<file path="src/rtl/resq_dispatch_arbiter.sv">
// ---------------------------------------------------------------------------
// resq_dispatch_arbiter
//   N-channel relief dispatcher. Each channel owns a circular FIFO of requests
//   {zone, priority, age, cancel}. The emergency channel preempts everything,
//   and an insert into it cancels same-zone entries queued elsewhere. The other
//   channels arbitrate by aging boost, then priority, then lowest index. The
//   winner lands in a registered valid/ready output stage.
//
// Ports
//   Clock, Reset_Queue              clock, synchronous active-high reset
//   Insert/Resource_line/Zone/Priority  one insert per cycle into a channel
//   Threshold                       age at which a queued head is boosted
//   Out_Ready                       consumer accepts the output stage
//   Out_Valid/Zone/Priority/Resource/Boost  registered output stage
//   Full, Empty                     per-channel FIFO status (tombstones occupy)
//   Insert_Drop                     1-cycle pulse after a rejected insert
// ---------------------------------------------------------------------------

// Per-channel FIFO. Entries keep their own age and cancel flag; a cancelled
// entry stays in place as a tombstone until it reaches the head.
module resq_chan_fifo #(
  parameter int DEPTH  = 8,
  parameter int ZONE_W = 8,
  parameter int PRIO_W = 2,
  parameter int AGE_W  = 8
) (
  input  logic              clk,
  input  logic              rst,
  input  logic              push,
  input  logic [ZONE_W-1:0] push_zone,
  input  logic [PRIO_W-1:0] push_prio,
  input  logic              pop,
  input  logic              cancel,
  input  logic [ZONE_W-1:0] cancel_zone,
  input  logic [AGE_W-1:0]  threshold,
  output logic [ZONE_W-1:0] head_zone,
  output logic [PRIO_W-1:0] head_prio,
  output logic              head_kill,
  output logic              head_boost,
  output logic              full,
  output logic              empty
);
  localparam int PW = $clog2(DEPTH);

  logic [DEPTH-1:0][ZONE_W-1:0] zone_q;
  logic [DEPTH-1:0][PRIO_W-1:0] prio_q;
  logic [DEPTH-1:0][AGE_W-1:0]  age_q;
  logic [DEPTH-1:0]             occ_q;
  logic [DEPTH-1:0]             kill_q;
  logic [PW-1:0]                rd_ptr, wr_ptr;
  logic [PW:0]                  count;

  assign head_zone  = zone_q[rd_ptr];
  assign head_prio  = prio_q[rd_ptr];
  assign head_kill  = kill_q[rd_ptr];
  assign head_boost = age_q[rd_ptr] >= threshold;
  assign full       = count == (PW+1)'(DEPTH);
  assign empty      = count == '0;

  always_ff @(posedge clk) begin
    if (rst) begin
      zone_q <= '0;
      prio_q <= '0;
      age_q  <= '0;
      occ_q  <= '0;
      kill_q <= '0;
      rd_ptr <= '0;
      wr_ptr <= '0;
      count  <= '0;
    end else begin
      for (int i = 0; i < DEPTH; i++) begin
        if (occ_q[i]) begin
          if (age_q[i] != '1) age_q[i] <= age_q[i] + AGE_W'(1);
          if (cancel && zone_q[i] == cancel_zone) kill_q[i] <= 1'b1;
        end
      end
      if (pop) begin
        occ_q[rd_ptr] <= 1'b0;
        rd_ptr        <= rd_ptr + PW'(1);
      end
      // push is never issued when full and pop never when empty, so the
      // written slot can never be the slot being popped.
      if (push) begin
        zone_q[wr_ptr] <= push_zone;
        prio_q[wr_ptr] <= push_prio;
        age_q[wr_ptr]  <= '0;
        kill_q[wr_ptr] <= 1'b0;
        occ_q[wr_ptr]  <= 1'b1;
        wr_ptr         <= wr_ptr + PW'(1);
      end
      case ({push, pop})
        2'b10:   count <= count + (PW+1)'(1);
        2'b01:   count <= count - (PW+1)'(1);
        default: count <= count;
      endcase
    end
  end
endmodule

module resq_dispatch_arbiter #(
  parameter int NUM_RES  = 3,
  parameter int EMERG_CH = 2,
  parameter int DEPTH    = 8,
  parameter int ZONE_W   = 8,
  parameter int PRIO_W   = 2,
  parameter int AGE_W    = 8
) (
  input  logic                       Clock,
  input  logic                       Reset_Queue,
  input  logic                       Insert,
  input  logic [$clog2(NUM_RES)-1:0] Resource_line,
  input  logic [ZONE_W-1:0]          Zone,
  input  logic [PRIO_W-1:0]          Priority,
  input  logic [AGE_W-1:0]           Threshold,
  input  logic                       Out_Ready,
  output logic                       Out_Valid,
  output logic [ZONE_W-1:0]          Out_Zone,
  output logic [PRIO_W-1:0]          Out_Priority,
  output logic [$clog2(NUM_RES)-1:0] Out_Resource,
  output logic                       Out_Boost,
  output logic [NUM_RES-1:0]         Full,
  output logic [NUM_RES-1:0]         Empty,
  output logic                       Insert_Drop
);
  localparam int RW = $clog2(NUM_RES);

  logic [NUM_RES-1:0]             line_hit, push, pop, cancel;
  logic [NUM_RES-1:0]             h_kill, h_boost, cand, tomb;
  logic [NUM_RES-1:0][ZONE_W-1:0] h_zone;
  logic [NUM_RES-1:0][PRIO_W-1:0] h_prio;
  logic                           line_full, accept, load;
  logic                           have_win, win_boost;
  logic [RW-1:0]                  win;
  logic [ZONE_W-1:0]              win_zone;
  logic [PRIO_W-1:0]              win_prio;

  // Decode the target line; an out-of-range line hits nothing and is dropped.
  always_comb begin
    line_hit  = '0;
    line_full = 1'b0;
    for (int c = 0; c < NUM_RES; c++) begin
      if (Resource_line == RW'(c)) begin
        line_hit[c] = 1'b1;
        line_full   = Full[c];
      end
    end
  end

  assign accept = Insert && (|line_hit) && !line_full;
  assign push   = line_hit & {NUM_RES{accept}};
  assign load   = !Out_Valid || Out_Ready;

  genvar g;
  generate
    for (g = 0; g < NUM_RES; g++) begin : g_ch
      assign cancel[g] = (g != EMERG_CH) && push[EMERG_CH];
      resq_chan_fifo #(
        .DEPTH(DEPTH), .ZONE_W(ZONE_W), .PRIO_W(PRIO_W), .AGE_W(AGE_W)
      ) u_ch (
        .clk        (Clock),
        .rst        (Reset_Queue),
        .push       (push[g]),
        .push_zone  (Zone),
        .push_prio  (Priority),
        .pop        (pop[g]),
        .cancel     (cancel[g]),
        .cancel_zone(Zone),
        .threshold  (Threshold),
        .head_zone  (h_zone[g]),
        .head_prio  (h_prio[g]),
        .head_kill  (h_kill[g]),
        .head_boost (h_boost[g]),
        .full       (Full[g]),
        .empty      (Empty[g])
      );
    end
  endgenerate

  // Winner selection over pre-edge heads. Cancelled heads are tombstones:
  // they are popped on a load edge but never compete.
  always_comb begin
    have_win  = 1'b0;
    win       = '0;
    win_boost = 1'b0;
    win_zone  = '0;
    win_prio  = '0;
    tomb      = ~Empty & h_kill;
    cand      = ~Empty & ~h_kill;
    if (cand[EMERG_CH]) begin
      have_win = 1'b1;
      win      = RW'(EMERG_CH);
      win_zone = h_zone[EMERG_CH];
      win_prio = h_prio[EMERG_CH];
    end else begin
      for (int c = 0; c < NUM_RES; c++) begin
        if (!have_win && cand[c] && h_boost[c]) begin
          have_win  = 1'b1;
          win_boost = 1'b1;
          win       = RW'(c);
          win_zone  = h_zone[c];
          win_prio  = h_prio[c];
        end
      end
      if (!have_win) begin
        // strict '>' keeps the lowest index on priority ties
        for (int c = 0; c < NUM_RES; c++) begin
          if (cand[c] && (!have_win || h_prio[c] > win_prio)) begin
            have_win = 1'b1;
            win      = RW'(c);
            win_zone = h_zone[c];
            win_prio = h_prio[c];
          end
        end
      end
    end
    pop = '0;
    if (load) begin
      for (int c = 0; c < NUM_RES; c++)
        pop[c] = tomb[c] || (have_win && win == RW'(c));
    end
  end

  always_ff @(posedge Clock) begin
    if (Reset_Queue) begin
      Out_Valid    <= 1'b0;
      Out_Zone     <= '0;
      Out_Priority <= '0;
      Out_Resource <= '0;
      Out_Boost    <= 1'b0;
      Insert_Drop  <= 1'b0;
    end else begin
      Insert_Drop <= Insert && !accept;
      if (load) begin
        Out_Valid <= have_win;
        if (have_win) begin
          Out_Zone     <= win_zone;
          Out_Priority <= win_prio;
          Out_Resource <= win;
          Out_Boost    <= win_boost;
        end
      end
    end
  end
endmodule

</file>
<file path="config.mk">
export PLATFORM = sky130hd
export DESIGN_NAME = resq_dispatch_arbiter
export DESIGN_NICKNAME = d
export VERILOG_FILES = /design/src/rtl/resq_dispatch_arbiter.sv
export SDC_FILE = /design/constraint.sdc
export NUM_CORES = 2
export LEC_CHECK = 0
export BUFFER_PORTS_ARGS = -buffer_cell sky130_fd_sc_hd__buf_4
export CAP_MARGIN = 20
export CORE_UTILIZATION = 40
export CTS_CLUSTER_DIAMETER = 80
export CTS_CLUSTER_SIZE = 12
export DETAILED_ROUTE_END_ITERATION = 7
export SYNTH_ARGS = -nofsm -noshare
export SYNTH_HDL_FRONTEND = slang
export SYNTH_SLANG_ARGS = --single-unit
</file>
<file path="constraint.sdc">
create_clock -name Clock -period 14.32 [get_ports Clock]
set_input_delay 0.716 -clock Clock [delete_from_list [all_inputs] [get_ports Clock]]
set_output_delay 0.716 -clock Clock [all_outputs]
set_load 0.01 [all_outputs]
</file>
==> reports/summary.txt <==
first-pass GRT wire length -> 114700 µm
post-cts resize count -> 0
Max-slew headroom -> 29.52%
Gate Count Post-Synth -> 3085
crit path buf inv count -> 2
final WL -> 73140 µm
switch share -> 30.60%
Gate power share -> 20.8%
Synth Register Bits -> 525
met1 wire length -> 34010 µm
global placement routability congestion -> 0.9080
area grow syn2layout -> 8.113%
worst-skew pair later-pin latency -> 620 ps
Post-CTS Hold Buffers -> 0
CP max FO -> 34
Critical Path Start Type -> flip-flop
Synth Warn # -> 0
worst min path class -> input pin to flip-flop
synth top area cells -> dfxtp_1, mux4_2, nand2_1, nor2_1, mux2i_1
gr usage total -> 21.42%
TritonCTS clock tree -> yes
wire per inst -> 18.86 µm
share of synthesized flip-flops with an asynchronous set or reset -> 0%
commonest non-fill, non-tap cell in the layout -> dfxtp_1
critical path required time -> 14860 ps
fin nets -> 3101
DRT Pass-1 Iters -> 5
CTS Root Cell -> clkbuf_16
commonest cells after routing, fill and taps aside -> dfxtp_1, nand2_1, nor2_1, a21oi_1, xnor2_1
Setup crit end kind -> flip-flop
Crit Path Category -> flip-flop to flip-flop
Synth Cell Area -> 26930 µm²
dpl hpwl -> 50480 µm
Data arrival, critical path -> 9590 ps
Final setup viols -> 0
Most common cell on crit path -> ha_1
Die Wd -> 261.5 µm
Starting DRT DRC Count -> 1706
H-Tree Level Count -> 2
Die Height -> 261.5 µm
Max Fclk -> 0.1105 GHz
Final WS setup -> 5274 ps
met3 WL -> 4028 µm
Post-CTS Setup Inserts -> 0
fill count -> 6449
max-slew violation count -> 0
cell row count -> 94
die area -> 68360 µm²
Synth top area share -> 39.03%
Reg clk slew, reported paths -> 60 ps
Core ar. -> 66220 µm²
dpl cells -> 3818
Final ANT Viol Nets -> 0
unrepaired setup endpoints after global routing -> no
Syn Area/Cell -> 8.728 µm²
clock share of power -> 34.3%
worst IR drop on VDD -> 77.04 µV
largest net degree at the start of global routing -> 125
Via density -> 5.414
pwr dens -> 118.9 nW/µm²
top sig layer -> met5
Place WS -> 5368 ps
Total Neg Setup Slack -> 0 ps
PortBufs -> 44
Distinct cells, synth -> 69
vias in the first global route -> 19590
final hold vios -> 0
max_cap viols -> 0
crit share post-route -> 63.17%
Worst-Margin Slew -> 1051 ps
CTS Buffer Depth -> 3
Tmin final -> 9046 ps
Sw Pwr -> 1.059 mW
Pleak -> 10.17 nW
sequential power share -> 44.8%
layout cell share with drive strength beyond 1 -> 10.49%
metal2 WL -> 33510 µm
Final Skew -> 39.68 ps
final cell count without fillers -> 3878
post-route cell area -> 29110 µm²
CTS buffer count -> 50
P_int -> 2.402 mW
Crit-path slowest cell -> a211oi_2
Seq/Total Area, Yosys -> 39.03%
post-synth top area cell -> dfxtp_1
IO Pins -> 45
Post-synth EDFFs -> 0
initial antenna violation count -> 2
status -> completed
Placed Area -> 27780 µm²
DRC errors left -> 0
Initial Utilization -> 40.67%
Final Total Pwr -> 3.462 mW
Largest stage delay, worst path -> 730 ps
Most used DFF post-synth -> dfxtp_1
Worst path top cell family by delay -> compound AO/OA/AOI/OAI gates
CTS sink cnt -> 525
routed via count -> 21000
GR Overflow Total -> 0
Mapped Nets -> 3178
-- through the flow --
stage	util, %	hold WS [ps]
2_1_floorplan	-	405.1
3_3_place_gp	41.95	414.9
3_5_place_dp	41.95	417.0
4_1_cts	43.95	385.0
5_1_grt	43.96	406.9
6_report	43.96	417.6
-- area by class of cell --
cell class                 instances  area (µm²)  area share [%]
antenna                            1       2.502        0.008596
timing repair buffer              74       558.0           1.917
multi-input combinational       2283       15350           52.74
sequential                       525       10520           36.13
clock inverter                     4       50.05          0.1719
clock buffer                      53        1272           4.371
tap                              864        1081           3.713
inverter                          74       277.8          0.9541
-- synth_stat cells, types with 11 or more instances --
cell type / count
dfxtp_1: 525
nand2_1: 511
nor2_1: 379
a21oi_1: 247
clkbuf_1: 154
xnor2_1: 148
mux2i_1: 139
xor2_1: 112
mux4_2: 111
nand3_1: 109
inv_1: 72
ha_1: 66
nor3_1: 65
o21ai_0: 47
nand2b_1: 36
nand4_1: 35
mux2_2: 30
buf_1: 28
a41oi_1: 24
and3_1: 24
or2_2: 21
nor4_1: 18
or3_1: 16
o21ai_1: 14
buf_2: 13
a211oi_1: 12
a31oi_1: 11
-- registers in the layout, indices dropped and copies added, names as in the netlist, 9 cells and up --
name	count
g_ch.u_ch.wr_ptr	9
g_ch.u_ch.zone_q	192
g_ch.u_ch.rd_ptr	9
g_ch.u_ch.prio_q	48
g_ch.u_ch.count	12
g_ch.u_ch.kill_q	24
g_ch.u_ch.occ_q	24
g_ch.u_ch.age_q	192
-- worst paths after layout --
check	from	to	slack (ps)	cells past startpoint
min reg2reg	g_ch[2].u_ch.kill_q[3]	g_ch[2].u_ch.kill_q[3]	430	2
max	g_ch[0].u_ch.rd_ptr[0]	g_ch[1].u_ch.count[3]	5270	30
min	Insert	Insert_Drop	420	2
max reg2reg	g_ch[0].u_ch.rd_ptr[0]	g_ch[1].u_ch.count[3]	5270	30
-- worst register-to-register path: cells and delay by family, from the launching register on --
kind | cells | cell delay (ps)
AO/OA/AOI/OAI | 14 | 4260
XOR/XNOR | 1 | 90
adder cells (fa/ha/maj) | 5 | 1380
buffers and inverters | 2 | 610
flip-flops | 1 | 510
multiplexers | 2 | 790
AND/OR/NAND/NOR | 6 | 1330
-- power by group through the flow --
stage | Combinational [mW] | Sequential [mW] | Clock [mW]
after floorplan | 0.535 | 1.56 | 0
after global placement | 0.716 | 1.59 | 0
after detailed placement | 0.715 | 1.58 | 0
after CTS | 0.718 | 1.55 | 1.22
after global routing | 0.785 | 1.56 | 1.28
final | 0.721 | 1.55 | 1.19
-- logic make-up after synthesis --
| family | after synthesis | share of synthesized area, % |
|---|---|---|
| adders and majority gates | 69 | 3.290 |
| buffers and inverters | 277 | 4.061 |
| DFF | 525 | 39.03 |
| and+or+nand+nor | 1249 | 20.07 |
| AOI/OAI and AO/OA | 425 | 9.382 |
| xor gates and xnor gates | 260 | 8.457 |
| muxes | 280 | 15.71 |
-- routing by layer --
metal  GRT usage, %  up-vias
met5              0        -
met4          6.137        4
met3          3.939       84
met2          34.12      445
met1          29.50    10040
li1               -    10430
Note: power is estimated with default switching activity, not from simulation.
